`src/rtl/bank_sc.sv`:
```
// bank_sc: bank data-SRAM controller.
// Runs one isu_sc request at a time against the two 128-bit halves of a
// cache line: fetches write data from the write buffer, issues a single
// SRAM access, and returns read/evict data on the response channel.
//
// Handshake rule for every valid/ready pair in this block: a transfer
// happens in a cycle where valid and ready are both 1 at the rising clock
// edge; a producer holds valid and its payload stable until that transfer.
module bank_sc #(
    parameter int RD_LAT = 1,
    parameter int IDX_W  = 6
) (
    input  logic             clk_i,
    input  logic             rst_ni,
    input  logic             isu_sc_valid_i,
    output logic             isu_sc_ready_o,
    input  logic [1:0]       isu_sc_channel_id_i,
    input  logic [2:0]       isu_sc_opcode_i,
    input  logic [6:0]       isu_sc_set_way_offset_i,
    input  logic [7:0]       isu_sc_wbuffer_id_i,
    input  logic [2:0]       isu_sc_xbar_rob_num_i,
    input  logic [1:0]       isu_sc_cacheline_dirty_offset0_i,
    input  logic [1:0]       isu_sc_cacheline_dirty_offset1_i,
    input  logic [127:0]     isu_sc_linefill_data_offset0_i,
    input  logic [127:0]     isu_sc_linefill_data_offset1_i,
    output logic             sc_wbuf_rd_valid_o,
    input  logic             sc_wbuf_rd_ready_i,
    output logic [7:0]       sc_wbuf_rd_id_o,
    input  logic [127:0]     sc_wbuf_rd_data0_i,
    input  logic [127:0]     sc_wbuf_rd_data1_i,
    output logic             sram_cen_o,
    output logic             sram_wen_o,
    output logic [1:0]       sram_wmask_o,
    output logic [IDX_W-1:0] sram_addr_o,
    output logic [127:0]     sram_wdata0_o,
    output logic [127:0]     sram_wdata1_o,
    input  logic [127:0]     sram_rdata0_i,
    input  logic [127:0]     sram_rdata1_i,
    output logic             sc_resp_valid_o,
    input  logic             sc_resp_ready_i,
    output logic [1:0]       sc_resp_channel_id_o,
    output logic [2:0]       sc_resp_rob_num_o,
    output logic             sc_resp_evict_o,
    output logic [127:0]     sc_resp_data0_o,
    output logic [127:0]     sc_resp_data1_o,
    output logic             sc_err_o,
    output logic [2:0]       sc_state_o
);

    typedef enum logic [2:0] {
        S_IDLE   = 3'd0,
        S_WBUF   = 3'd1,
        S_SRAM   = 3'd2,
        S_RDWAIT = 3'd3,
        S_RESP   = 3'd4
    } state_t;

    localparam logic [2:0] OP_WRITE    = 3'd0;
    localparam logic [2:0] OP_READ     = 3'd1;
    localparam logic [2:0] OP_LINEFILL = 3'd2;
    localparam logic [2:0] OP_EVICT    = 3'd3;

    state_t           state_q, state_d;
    logic [1:0]       ch_q;
    logic [2:0]       op_q;
    logic [IDX_W-1:0] idx_q;
    logic [7:0]       wbuf_id_q;
    logic [2:0]       rob_q;
    logic [1:0]       dirty0_q, dirty1_q;
    // Shared write-data pair: loaded with linefill data at accept, and
    // overwritten by write-buffer data for WRITE requests.
    logic [127:0]     wdata0_q, wdata1_q;
    logic [127:0]     rdata0_q, rdata1_q;
    logic [2:0]       cnt_q;
    logic             err_q;
    logic             fire;
    logic             is_rd_q;
    logic             unused_offset_lsb;

    assign fire              = isu_sc_valid_i && (state_q == S_IDLE);
    assign is_rd_q           = (op_q == OP_READ) || (op_q == OP_EVICT);
    assign unused_offset_lsb = isu_sc_set_way_offset_i[0];

    // State register.
    always_ff @(posedge clk_i or negedge rst_ni) begin
        if (!rst_ni) state_q <= S_IDLE;
        else         state_q <= state_d;
    end

    // Next-state decode.
    always_comb begin
        state_d = state_q;
        case (state_q)
            S_IDLE: begin
                if (fire) begin
                    case (isu_sc_opcode_i)
                        OP_WRITE:
                            if ((isu_sc_cacheline_dirty_offset0_i != 2'd0) ||
                                (isu_sc_cacheline_dirty_offset1_i != 2'd0))
                                state_d = S_WBUF;
                        OP_READ, OP_EVICT:
                            state_d = S_SRAM;
                        OP_LINEFILL:
                            if ((isu_sc_cacheline_dirty_offset0_i == 2'd0) ||
                                (isu_sc_cacheline_dirty_offset1_i == 2'd0))
                                state_d = S_SRAM;
                        default: state_d = S_IDLE;
                    endcase
                end
            end
            S_WBUF:   if (sc_wbuf_rd_ready_i) state_d = S_SRAM;
            S_SRAM:   state_d = is_rd_q ? S_RDWAIT : S_IDLE;
            S_RDWAIT: if (cnt_q == 3'd0) state_d = S_RESP;
            S_RESP:   if (sc_resp_ready_i) state_d = S_IDLE;
            default:  state_d = S_IDLE;
        endcase
    end

    // Request fields, write data, read-latency counter, response data and error flag.
    always_ff @(posedge clk_i or negedge rst_ni) begin
        if (!rst_ni) begin
            ch_q      <= '0;
            op_q      <= '0;
            idx_q     <= '0;
            wbuf_id_q <= '0;
            rob_q     <= '0;
            dirty0_q  <= '0;
            dirty1_q  <= '0;
            wdata0_q  <= '0;
            wdata1_q  <= '0;
            rdata0_q  <= '0;
            rdata1_q  <= '0;
            cnt_q     <= '0;
            err_q     <= 1'b0;
        end else begin
            err_q <= fire && (isu_sc_opcode_i > OP_EVICT);
            if (fire) begin
                ch_q      <= isu_sc_channel_id_i;
                op_q      <= isu_sc_opcode_i;
                idx_q     <= isu_sc_set_way_offset_i[IDX_W:1];
                wbuf_id_q <= isu_sc_wbuffer_id_i;
                rob_q     <= isu_sc_xbar_rob_num_i;
                dirty0_q  <= isu_sc_cacheline_dirty_offset0_i;
                dirty1_q  <= isu_sc_cacheline_dirty_offset1_i;
                wdata0_q  <= isu_sc_linefill_data_offset0_i;
                wdata1_q  <= isu_sc_linefill_data_offset1_i;
            end
            if ((state_q == S_WBUF) && sc_wbuf_rd_ready_i) begin
                wdata0_q <= sc_wbuf_rd_data0_i;
                wdata1_q <= sc_wbuf_rd_data1_i;
            end
            if (state_q == S_SRAM) begin
                cnt_q <= 3'(RD_LAT - 1);
            end else if (state_q == S_RDWAIT) begin
                if (cnt_q == 3'd0) begin
                    rdata0_q <= sram_rdata0_i;
                    rdata1_q <= sram_rdata1_i;
                end else begin
                    cnt_q <= cnt_q - 3'd1;
                end
            end
        end
    end

    // Outputs decoded from registered state and fields only.
    always_comb begin
        isu_sc_ready_o       = (state_q == S_IDLE);
        sc_wbuf_rd_valid_o   = (state_q == S_WBUF);
        sc_wbuf_rd_id_o      = (state_q == S_WBUF) ? wbuf_id_q : 8'd0;
        sram_cen_o           = (state_q == S_SRAM);
        sram_wen_o           = 1'b0;
        sram_wmask_o         = 2'b00;
        sram_addr_o          = '0;
        sram_wdata0_o        = '0;
        sram_wdata1_o        = '0;
        if (state_q == S_SRAM) begin
            sram_addr_o = idx_q;
            if (op_q == OP_WRITE) begin
                sram_wen_o    = 1'b1;
                sram_wmask_o  = {dirty1_q != 2'd0, dirty0_q != 2'd0};
                sram_wdata0_o = wdata0_q;
                sram_wdata1_o = wdata1_q;
            end else if (op_q == OP_LINEFILL) begin
                // Dirty halves hold newer data than the fill; never overwrite them.
                sram_wen_o    = 1'b1;
                sram_wmask_o  = {dirty1_q == 2'd0, dirty0_q == 2'd0};
                sram_wdata0_o = wdata0_q;
                sram_wdata1_o = wdata1_q;
            end
        end
        sc_resp_valid_o      = (state_q == S_RESP);
        sc_resp_channel_id_o = (state_q == S_RESP) ? ch_q : 2'd0;
        sc_resp_rob_num_o    = (state_q == S_RESP) ? rob_q : 3'd0;
        sc_resp_evict_o      = (state_q == S_RESP) && (op_q == OP_EVICT);
        sc_resp_data0_o      = (state_q == S_RESP) ? rdata0_q : 128'd0;
        sc_resp_data1_o      = (state_q == S_RESP) ? rdata1_q : 128'd0;
        sc_err_o             = err_q;
        sc_state_o           = state_q;
    end

endmodule

```
`config.mk`:
```
export PLATFORM = sky130hd
export DESIGN_NAME = bank_sc
export DESIGN_NICKNAME = d
export VERILOG_FILES = /design/src/rtl/bank_sc.sv
export SDC_FILE = /design/constraint.sdc
export NUM_CORES = 1
export LEC_CHECK = 0
export CAP_MARGIN = 40
export CORE_AREA = 2 2 517 519
export CTS_CLUSTER_SIZE = 16
export DETAILED_ROUTE_END_ITERATION = 12
export DIE_AREA = 0 0 519 521
export SKIP_CTS_REPAIR_TIMING = 1
export SLEW_MARGIN = 20
export SYNTH_ARGS = -nofsm -noshare
export SYNTH_HDL_FRONTEND = slang
export SYNTH_SLANG_ARGS = --single-unit
export TNS_END_PERCENT = 100
```
`constraint.sdc`:
```
create_clock -name clk_i -period 3.09 [get_ports clk_i]
set_input_delay 0.4635 -clock clk_i [delete_from_list [all_inputs] [get_ports clk_i]]
set_output_delay 0.4635 -clock clk_i [all_outputs]
set_load 0.03 [all_outputs]
```
### Word level (Yosys, flattened, before mapping)

Cells that the tools add are included.

* muxes and demuxes: 34
* div/mod/pow operators: 0
* order comparisons: 1
* shifts and indexed selects: 0
* add/sub/neg operators: 1
* equal/unequal tests: 17
* reductions and logical operators: 25
* bitwise logic cells: 1
* multiply operators: 0

Operator list (count)
* two-way mux 128 bit: 12
* two-way mux 3 bit: 10
* == test 3 x 2 -> 1 bit, second input constant: 6
* case mux 3 bit (5 select lines): 1
* zero test 3 bit: 4
* nonzero test 2 bit: 6
* two-way mux 2 bit: 5
* == test 3 x 1 -> 1 bit, second input constant: 3
* case mux 3 bit (3 select lines): 1
* zero test 2 bit: 4
* two-way mux 8 bit: 1
* two-way mux 6 bit: 1
* != test 2 x 1 -> 1 bit, second input constant: 3
* != test 3 bit, second input constant: 2
* AND reduction 6 bit: 1
* logical AND 1 bit: 4
* != test 2 bit, second input constant: 2
* == test 3 bit, second input constant: 1
* > comparator 3 x 2 -> 1 bit, second input constant: 1
* logical OR 1 bit: 3
* two-way mux 1 bit: 3
* AND reduction 3 bit: 1
* subtractor 3 x 1 -> 3 bit, second input constant: 1
* AND reduction 2 bit: 1
* 2 further kinds: 2

* memories kept: 0
* bits in latches: 0
* bits of input ports: 800
* output and inout port bits: 543
* register bits: 545
* memory bits (read-only): 0
* memory bits (writable): 0
* word-level logic and storage cells: 93

### Depth between registers and ports, before layout

Gate-level depths: netlist of run 1.

* depth after elaboration: 6
* gate-level depth with buffers: 8
* depth with buffers taken out: 7

### Least setup slack after synthesis of run 1

OpenSTA, ideal clock, no wires.

* path kind: register to output
* start: register state_q[1], in the netlist sc_state_o[1]
* end: output sc_resp_data1_o[118]
* required time: 2.626 ns
* setup slack: 0.537 ns
* stages on the path, launching flop included: 7
* buffers on the path: 3
* arrival time: 2.089 ns
* path through: dfrtp_1 -> buf_2 -> or3b_1 -> inv_2 -> buf_2 -> clkbuf_1 -> and2_1

* cells in the longest elaborated chain, start to end: 2

Ends and longest elaborated chain
* start: declaration: line 63 `state_t state_q, state_d;`
* start signal: assignment: line 87 `else state_q <= state_d;`
* == test 3 bit
* net sc_resp_valid_o: line 39 `output logic sc_resp_valid_o,`
* two-way mux 128 bit: line 196 `sc_resp_data1_o = (state_q == S_RESP) ? rdata1_q : 128'd0;`
* end: declaration: line 45 `output logic [127:0] sc_resp_data1_o,`

The timed path passes the listed nets, and every way through them passes these cells.

### Worst setup path after layout of run 1

* start: register state_q[2], in the netlist sc_state_o[2]
* end: output sram_wdata1_o[88]

* cells in the longest elaborated chain, start to end: 2

Ends and longest elaborated chain
* == test 3 x 2 -> 1 bit: line 176 `if (state_q == S_SRAM) begin`
* two-way mux 128 bit: line 176
* end: declaration: line 36 `output logic [127:0] sram_wdata1_o,`

No other way between the ends.

==> flow_metrics.py, run 1 <==
metrics = {
    "outcome": {
        "status": "finished with violations",
        "violations": "negative setup slack",
    },
    "place": {
        "dp.cells": 7455,
        "dpl_cell_area_sq_mm": 0.0465,
        "place_ws_ns": 0.255,
        "gp_congestion": 0.955,
        "io_buffers": 1341,
        "dp_hpwl_um": 162000,
    },
    "layout": {
        "final_cell_mix": "803 x clkdlybuf4s50_1, 586 x nand2_1, 545 x dfrtp_1",
        "area_delta_synth_final_pct": 101,
        "drive_gt1_share_pct": 29.5,
        "postLayoutCellArea_sq_mm": 0.0519,
        "final_util_pct": 19.6,
        "final_cells": 7721,
        "final_common_cell": "clkdlybuf4s50_1",
        "fin_nets": 4895,
    },
    "sta": {
        "fin_skew_ns": 0.0209,
        "slew_headroom_pct": 44.9,
        "setup_viol": 229,
        "tightest_slew_ns": 0.827,
        "period_minus_slack_ns": 3.22,
        "fin_crit_sh_pct": 104,
        "fin_ws_ns": -0.127,
        "tns_ns": -11.15,
        "slew_violations": 0,
        "max_freq_ghz": 0.311,
        "final_hold_viol_count": 0,
        "timing.hold.ws_ns": 0.305,
        "rsz0062_at_grt": "yes",
    },
    "floorplan": {
        "pin_count": 1343,
        "rows": 189,
        "coreArea_sq_mm": 0.264,
        "die_h_um": 521,
        "initial_core_util_pct": 9.77,
        "fp.dieW_um": 519,
        "dieArea_sq_mm": 0.270,
    },
    "drt": {
        "avgRoutedWirePerCell_um": 26.6,
        "drt_iter0_drc": 1708,
        "detail-route-antenna-nets": 0,
        "first_pass_iters": 7,
        "wl_um": 205000,
        "drc": 0,
        "vias": 26700,
        "post_drt_via_cell_ratio": 3.46,
    },
    "pwr": {
        "switching_share_pct": 39.9,
        "p_per_area_mw_per_mm2": 855,
        "p_sw_mw": 17.7,
        "pwr-share-clk_pct": 21.0,
        "finalPower_mw": 44.4,
        "leakage_nw": 22.4,
        "comb_power_share_pct": 48.6,
        "ir_drop_uv": 559,
        "p_int_mw": 26.6,
        "seqPwrFrac_pct": 30.4,
    },
    "clocking": {
        "cts.sinks": 545,
        "clk_path_buf_depth": 3,
        "cts_root_buf": "clkbuf_16",
        "clock_latency_ns": 0.68,
        "cts_tree": "built",
        "cts.htree.levels": 3,
        "clkTransAtPathRegs_ns": 0.06,
        "numCtsBuffers": 73,
    },
    "synth": {
        "synthesis.instances": 2688,
        "yosys.area.top_type": "dfrtp_1",
        "synth_area_sq_mm": 0.0258,
        "ys_warn_count": 0,
        "syn_area_per_cell_sq_um": 9.61,
        "synth.top_cell.area_share_pct": 52.8,
        "ys_top_cells_by_area": "dfrtp_1 53%, and2_1 13%, nand2_1 8.6%",
        "postSynth.asyncResetShare_pct": 100,
        "synth_edf_count": 0,
        "synth_flop_cell": "dfrtp_1",
        "synth-seq-cells": 545,
        "yosysSeqAreaShare_pct": 52.8,
        "synth_cell_types": 36,
        "synth.net_count": 3490,
    },
    "global_route": {
        "grt_overflow": 0,
        "grtUsageTotal_pct": 13.6,
        "antenna_found_initial": 134,
        "grt_max_degree": 147,
        "grt_pass1_vias": 26100,
        "grt_pass1_wl_um": 246000,
    },
    "worst_setup_path": {
        "required_ns": 2.63,
        "cp.arrival_ns": 2.75,
        "r2r_setup_slack_ns": 0.45,
        "crit_type": "reg -> out",
        "r2r.worst_path.cells": 7,
        "r2r-start": "sc_state_o[0]",
        "critPathMaxFanout": 7,
        "worst_setup_path_end_kind": "output port",
        "worst_r2r_endpoint": "wdata0_q[63]",
        "startpoint_type": "flip-flop",
    },
    "hold_path": {
        "whs_path_depth": 3,
        "hold_path_class": "in -> reg",
        "hold_start": "isu_sc_set_way_offset_i[6]",
        "hold_end": "idx_q[5]",
    },
    "job": {
        "maxCapViolations": 0,
    },
}
routing by layer:
metal	global-route usage, %	vias up	part of all wire, %
li1	-	11700	-
met1	14.7	13100	36
met2	21.0	1437	45
met3	9.80	341	15
met4	3.70	86	3.5
met5	0	-	0.26
flip-flops by register name, indices dropped and copies added (netlist names):
register	cells
sc_state_o	3
op_q	3
cnt_q	3
dirty1_q	2
wdata1_q	128
idx_q	6
wdata0_q	128
dirty0_q	2
rdata0_q	128
wbuf_id_q	8
rdata1_q	128
sc_err_o	1
ch_q	2
rob_q	3
critical path, cell delays in order (launching register included):
cell and delay (ns):
dfrtp_1 0.39, buf_6 0.15, nor2_4 0.12, nand2_4 0.09, nor3_4 0.25, buf_12 0.18
buf_16 0.18, buf_12 0.13, clkbuf_16 0.16, buf_8 0.12, and2_4 0.15, buf_6 0.12
kinds of logic after synthesis:
family	synth area share (%)
simple gates	25.8
flops	52.8
compound gates	6.59
mux	11.2
buf+inv	3.53
fa+ha+maj	0.0968
synth_stat cells (2+ instances only):
cell type    n
ha_1         2
buf_4        4
mux2_1     134
dfrtp_1    545
or3_1        2
and3_1      10
nor2_1     260
inv_1        5
buf_2       84
a31oi_1    256
o21ai_0      9
nand3_1      4
and2_1     526
mux2_2     122
clkbuf_1   115
o41ai_1      2
nand2_1    589
power groups by stage:
| stage | combinational (mW) | clock (mW) | sequential, mW |
|---|---|---|---|
| 4_1_cts | 19.0 | 9.66 | 13.4 |
| 3_5_place_dp | 18.9 | 0 | 13.5 |
| 3_3_place_gp | 18.6 | 0 | 13.4 |
| 6_report | 21.5 | 9.31 | 13.5 |
| 5_1_grt | 23.0 | 9.90 | 13.9 |
| 2_1_floorplan | 9.67 | 0 | 12.0 |
final cells by class:
type                    instances  area, sq um
inverters                       6         38.8
repair inverters                1         16.3
multi-input cells            1932        12100
flip-flops and latches        545        13600
well taps                    3533         4420
fillers                     29000       213000
clock inverters                29          487
diodes                         39         97.6
clock buffers                 102         2080
repair buffers               1534        19000
worst max-delay path by stage:
stage                  startpoint                   end  slack, ns  cells past startpoint
floorplan           sc_state_o[1]  sc_resp_data1_o[118]       0.54                      6
global placement    sc_state_o[0]   sc_resp_data0_o[98]       0.29                      5
detailed placement  sc_state_o[0]   sc_resp_data1_o[23]       0.25                      5
CTS                 sc_state_o[0]   sc_resp_data1_o[23]      -0.57                      5
global route        sc_state_o[2]     sram_wdata1_o[83]      -0.31                     11
finish              sc_state_o[2]     sram_wdata1_o[88]      -0.13                     11
Note: power is estimated with default switching activity, not from simulation.
==> run 2, diff against run 1 <==
--- a/config.mk
+++ b/config.mk
@@ -10,7 +10,6 @@
 export CTS_CLUSTER_SIZE = 16
 export DETAILED_ROUTE_END_ITERATION = 12
 export DIE_AREA = 0 0 519 521
-export SKIP_CTS_REPAIR_TIMING = 1
 export SLEW_MARGIN = 20
 export SYNTH_ARGS = -nofsm -noshare
 export SYNTH_HDL_FRONTEND = slang
==> run 2 against run 1 <==
  * The run now ends clean
  * Worst setup slack better by 0.14 ns
  * First-iteration DRC count up 3.0%
  * Via count down 0.62%
  * Utilization down 0.35 points
  * Global-route usage up 0.42 points
  * Largest power group unchanged
==> flow_metrics.py, run 2 (synthesized netlist as in run 1, its figures left out) <==
metrics = {
    "global_route": {
        "grt_max_degree": 82,
        "grt_pass1_vias": 26600,
        "grt_overflow": 0,
        "grtUsageTotal_pct": 14.0,
        "antenna_found_initial": 136,
        "grt_pass1_wl_um": 253000,
    },
    "worst_setup_path": {
        "path_cells": "or3b_4, buf_4, inv_6, buf_16, and2_1, buf_12",
        "required_ns": 2.63,
        "slowest_stage": "or3b_4",
        "startpoint_type": "flip-flop",
        "worst_setup_path_end_kind": "output port",
        "r2r_setup_slack_ns": 0.56,
        "crit_type": "reg -> out",
        "critPathMaxFanout": 19,
        "r2r.worst_path.cells": 7,
        "cp.arrival_ns": 2.61,
        "critPathMaxStageDelay_ns": 0.48,
    },
    "clocking": {
        "clk_path_buf_depth": 3,
        "clkTransAtPathRegs_ns": 0.06,
        "cts.htree.levels": 3,
        "numCtsBuffers": 73,
        "cts_root_buf": "clkbuf_16",
        "cts.sinks": 545,
        "clock_latency_ns": 0.68,
        "cts_tree": "built",
    },
    "place": {
        "place_ws_ns": 0.255,
        "dp_hpwl_um": 162000,
        "gp_congestion": 0.955,
        "io_buffers": 1341,
    },
    "layout": {
        "drive_gt1_share_pct": 28.8,
        "fin_nets": 4855,
        "area_delta_synth_final_pct": 97.1,
        "final_cell_mix": "806 x clkdlybuf4s50_1, 586 x nand2_1, 545 x dfrtp_1",
        "final_common_cell": "clkdlybuf4s50_1",
    },
    "sta": {
        "fin_skew_ns": 0.0206,
        "tns_ns": 0,
        "period_minus_slack_ns": 3.07,
        "tightest_slew_ns": 0.829,
        "slew_violations": 0,
        "fin_ws_ns": 0.0153,
        "slew_headroom_pct": 44.8,
        "rsz0062_at_grt": "yes",
        "final_hold_viol_count": 0,
        "fin_crit_sh_pct": 99.5,
        "max_freq_ghz": 0.325,
        "setup_viol": 0,
    },
    "floorplan": {
        "dieArea_sq_mm": 0.270,
        "initial_core_util_pct": 9.77,
        "rows": 189,
        "pin_count": 1343,
        "coreArea_sq_mm": 0.264,
        "fp.dieW_um": 519,
        "die_h_um": 521,
    },
    "pwr": {
        "ir_drop_uv": 554,
        "p_per_area_mw_per_mm2": 853,
        "pwr-share-clk_pct": 21.4,
        "comb_power_share_pct": 47.6,
        "leakage_nw": 21.2,
        "switching_share_pct": 39.8,
        "seqPwrFrac_pct": 31.0,
        "p_sw_mw": 17.3,
        "p_int_mw": 26.1,
    },
    "hold_path": {
        "hold_path_class": "in -> reg",
        "whs_path_depth": 3,
    },
    "drt": {
        "drt_iter0_drc": 1760,
        "wl_um": 199000,
        "vias": 26500,
        "first_pass_iters": 7,
        "detail-route-antenna-nets": 0,
        "drc": 0,
        "post_drt_via_cell_ratio": 3.45,
        "avgRoutedWirePerCell_um": 25.9,
    },
    "job": {
        "maxCapViolations": 0,
    },
    "outcome": {
        "status": "finished clean",
    },
}
[run 2: what timing repair did]
item | 4_1_cts | 5_1_grt
hold endpoints to repair | 28 | 0
pin swaps | 19 | 46
hold buffers | 1 | 0
endpoints found under the setup margin | 492 | 465
cloned | 14 | 22
setup buffers | 15 | 7
gates resized for setup | 544 | 426
[run 2: path summary, 6_finish.rpt]
path                                             from                  end
max                                     sc_state_o[1]  sc_resp_data0_o[97]
min                        isu_sc_set_way_offset_i[6]             idx_q[5]
max reg2reg                             sc_state_o[1]        wdata1_q[121]
min reg2reg                                  rob_q[0]             rob_q[0]
max in group asynchronous                      rst_ni          dirty0_q[0]
min in group asynchronous                      rst_ni        rdata1_q[125]
[run 2: final cells by class]
cell class,count,area [sq um]
Clock inverter,29,487
Clock buffer,102,2080
Inverter,6,38.8
Timing Repair Buffer,1494,18200
Fill cell,29100,213000
Sequential cell,545,13600
Timing Repair inverter,1,8.76
Tap cell,3533,4420
Multi-Input combinational cell,1932,12000
Antenna cell,47,118
[run 2: power by group through the flow]
stage	clock (mW)	combinational, mW	sequential (mW)
2_1_floorplan	0	9.67	12.0
3_3_place_gp	0	18.6	13.4
3_5_place_dp	0	18.9	13.5
4_1_cts	9.66	20.0	13.4
5_1_grt	9.90	22.2	13.9
6_report	9.30	20.7	13.5
[run 2: per-stage QoR]
stage                     power, mW  hold slack (ns)  area, sq um  cells  util [%]
after global routing           45.9            0.246        50900   7662      19.2
final                          43.4            0.303        50900   7689      19.3
after detailed placement       32.3            0.454        46500   7455      17.6
after global placement         32.0            0.451        46500   7455      17.6
after CTS                      43.1            0.196        50100   7616      19.0
after floorplan                21.7            0.168        25800   2688         -
[run 2: metal layers]
layer  vias to the layer above  track usage, %  part of all wire, %
met5                         -               0                 0.28
met4                        88            4.21                  3.6
met3                       330            9.86                   16
met2                      1460            21.9                   44
met1                     13000            15.0                   36
li1                      11700               -                    -
[run 2: worst max-delay path, delay by kind of cell (launching register included)]
kind                   cells  cell delay, ns
buffers and inverters      4            0.72
flip-flops                 1            0.39
AND/OR/NAND/NOR            2            0.82
==> run 3, diff against run 2 <==
--- a/config.mk
+++ b/config.mk
@@ -6,12 +6,14 @@
 export NUM_CORES = 1
 export LEC_CHECK = 0
 export CAP_MARGIN = 40
-export CORE_AREA = 2 2 517 519
+export CELL_PAD_IN_SITES_DETAIL_PLACEMENT = 2
+export CELL_PAD_IN_SITES_GLOBAL_PLACEMENT = 2
+export CORE_AREA = 2 2 530 532
 export CTS_CLUSTER_SIZE = 16
 export DETAILED_ROUTE_END_ITERATION = 12
-export DIE_AREA = 0 0 519 521
+export DIE_AREA = 0 0 532 534
+export PLACE_DENSITY_LB_ADDON = 0.1
 export SLEW_MARGIN = 20
 export SYNTH_ARGS = -nofsm -noshare
 export SYNTH_HDL_FRONTEND = slang
 export SYNTH_SLANG_ARGS = --single-unit
-export TNS_END_PERCENT = 100
==> run 3 against run 2 <==
  * Sequential share of layout area up 0.52 points
  * Clock-buffer cell count up 36
  * Non-clock buffer count up 13
  * Sequential power down 5%
  * Flip-flop and latch count unchanged
  * Die area up 5.1%
  * Cell count up 2.9%
  * Design area down 1.9%
  * Global-route usage down 0.58 points
  * Hold slack worse by 0.011 ns
  * Clock power up 11%
  * Critical path type unchanged
  * Largest power group unchanged
==> flow_metrics.py, run 3 (synthesized netlist as in run 1, its figures left out) <==
metrics = {
    "drt": {
        "drc": 0,
        "drt_iter0_drc": 697,
        "wl_um": 195000,
        "vias": 25800,
        "first_pass_iters": 4,
        "avgRoutedWirePerCell_um": 24.6,
        "post_drt_via_cell_ratio": 3.26,
        "detail-route-antenna-nets": 0,
    },
    "worst_setup_path": {
        "required_ns": 2.63,
        "critPathMaxStageDelay_ns": 0.42,
        "r2r.worst_path.cells": 7,
        "startpoint_type": "flip-flop",
        "worst_setup_path_end_kind": "output port",
        "cp_num_cells": 10,
        "r2r-start": "sc_state_o[1]",
        "r2r_setup_slack_ns": 0.52,
        "cp.arrival_ns": 2.52,
        "critPathMaxFanout": 6,
        "crit_top_cell": "buf_12",
        "crit_type": "reg -> out",
        "endpoint": "sram_wdata1_o[79]",
        "cp_top_family": "buffers and inverters",
        "path_cells": "nor2_4, nand2_4, nor3_4, buf_12, buf_16, buf_12, buf_12, buf_16, and2_4, buf_12",
        "crit_start": "sc_state_o[2]",
        "slowest_stage": "dfrtp_1",
        "worst_r2r_endpoint": "wdata0_q[1]",
        "path_buf_inv": 6,
    },
    "place": {
        "dpl_cell_area_sq_mm": 0.0452,
        "gp_congestion": 0.744,
        "dp_hpwl_um": 147000,
        "io_buffers": 1341,
        "place_ws_ns": 0.446,
    },
    "floorplan": {
        "dieArea_sq_mm": 0.284,
        "fp.dieW_um": 532,
        "pin_count": 1343,
        "die_h_um": 534,
        "rows": 194,
        "coreArea_sq_mm": 0.278,
        "initial_core_util_pct": 9.28,
    },
    "sta": {
        "final_hold_viol_count": 0,
        "tightest_slew_ns": 0.868,
        "period_minus_slack_ns": 2.98,
        "fin_crit_sh_pct": 96.6,
        "fin_skew_ns": 0.0238,
        "max_freq_ghz": 0.335,
        "fin_ws_ns": 0.106,
        "setup_viol": 0,
        "rsz0062_at_grt": "yes",
        "slew_violations": 0,
        "slew_headroom_pct": 42.1,
    },
    "clocking": {
        "clock_latency_ns": 0.70,
        "cts_root_buf": "clkbuf_16",
        "cts.htree.levels": 3,
        "cts.sinks": 545,
        "clkTransAtPathRegs_ns": 0.06,
        "numCtsBuffers": 88,
        "clk_path_buf_depth": 3,
        "cts_tree": "built",
    },
    "global_route": {
        "grt_pass1_wl_um": 264000,
        "grtUsageTotal_pct": 13.4,
        "grt_overflow": 0,
        "antenna_found_initial": 142,
        "grt_pass1_vias": 29300,
        "grt_max_degree": 70,
    },
    "layout": {
        "fin_nets": 4882,
        "postLayoutCellArea_sq_mm": 0.0500,
        "area_delta_synth_final_pct": 93.4,
        "final_common_cell": "clkdlybuf4s50_1",
        "drive_gt1_share_pct": 25.6,
        "final_cell_mix": "801 x clkdlybuf4s50_1, 586 x nand2_1, 544 x dfrtp_1",
    },
    "pwr": {
        "p_per_area_mw_per_mm2": 855,
        "leakage_nw": 21.0,
        "ir_drop_uv": 499,
        "comb_power_share_pct": 45.8,
        "switching_share_pct": 39.6,
        "p_sw_mw": 16.9,
        "seqPwrFrac_pct": 30.0,
        "p_int_mw": 25.8,
        "pwr-share-clk_pct": 24.2,
    },
    "hold_path": {
        "hold_path_class": "in -> reg",
    },
    "outcome": {
        "status": "finished clean",
    },
    "job": {
        "maxCapViolations": 0,
    },
}
-- run 3: cell count changes in the layout (fill, tap and decap cells not counted), sizes merged, moves of 5 or more --
cell and delta:
clkbuf -28, buf +113, clkdlybuf4s15 -27, clkdlybuf4s50 -5, bufinv -8
-- run 3: metal layers --
| metal | GRT usage, % | vias up | share of wire, % |
|---|---|---|---|
| met5 | 0 | - | 0.44 |
| met4 | 2.32 | 142 | 1.8 |
| met3 | 7.52 | 330 | 12 |
| met2 | 23.9 | 1018 | 50 |
| met1 | 13.8 | 12600 | 36 |
| li1 | - | 11700 | - |
-- run 3: repair_timing --
item / 4_1_cts / 5_1_grt
endpoints found under the hold margin: 29 / 0
resized for setup: 246 / 27
hold buffers: 1 / 0
gates cloned: 19 / 2
setup buffers: 28 / 5
endpoints found under the setup margin: 493 / 185
pin swaps: 34 / 16
-- run 3: how the worst min path moves through the flow --
| stage | from | to | slack (ns) | cells past startpoint |
|---|---|---|---|---|
| finish | isu_sc_wbuffer_id_i[6] | wbuf_id_q[6] | 0.29 | 3 |
| floorplan | rst_ni | ch_q[0] | 0.17 | 0 |
| global placement | wbuf_id_q[4] | wbuf_id_q[4] | 0.45 | 2 |
| detailed placement | wbuf_id_q[2] | wbuf_id_q[2] | 0.46 | 2 |
| global route | isu_sc_wbuffer_id_i[6] | wbuf_id_q[6] | 0.24 | 3 |
| CTS | isu_sc_set_way_offset_i[4] | idx_q[3] | 0.18 | 3 |
-- run 3: area by class of cell --
| type | instances | area, sq um |
|---|---|---|
| flip-flops and latches | 545 | 13600 |
| multi-input cells | 1932 | 11600 |
| clock inverters | 17 | 234 |
| inverters | 6 | 38.8 |
| fillers | 31500 | 228000 |
| well taps | 3724 | 4660 |
| repair buffers | 1507 | 17100 |
| diodes | 45 | 113 |
| clock buffers | 138 | 2620 |
-- run 3: worst reg2reg max path: stages, from the launching register on --
cell     delay (ns)
dfrtp_1        0.42
buf_4          0.16
buf_4          0.20
nor3_2         0.37
and2_4         0.34
buf_4          0.53
nand2_1        0.29
a31oi_1        0.20
-- run 3: power groups by stage --
stage / Clock, mW / Combinational (mW) / Sequential, mW
5_1_grt: 11.2 / 21.5 / 13.4
2_1_floorplan: 0 / 9.67 / 12.0
3_5_place_dp: 0 / 18.4 / 13.0
6_report: 10.3 / 19.6 / 12.8
3_3_place_gp: 0 / 18.3 / 12.9
4_1_cts: 11.0 / 20.4 / 13.0
-- run 3: stage by stage --
| stage | hold WS [ns] | instances | utilization, % | power (mW) | setup TNS (ns) |
|---|---|---|---|---|---|
| 2_1_floorplan | 0.168 | 2688 | - | 21.7 | 0 |
| 3_3_place_gp | 0.453 | 7664 | 16.2 | 31.2 | 0 |
| 3_5_place_dp | 0.459 | 7664 | 16.2 | 31.5 | 0 |
| 4_1_cts | 0.183 | 7865 | 17.9 | 44.3 | -8.58 |
| 5_1_grt | 0.240 | 7874 | 17.9 | 46.1 | -1.25 |
| 6_report | 0.292 | 7914 | 17.9 | 42.7 | 0 |
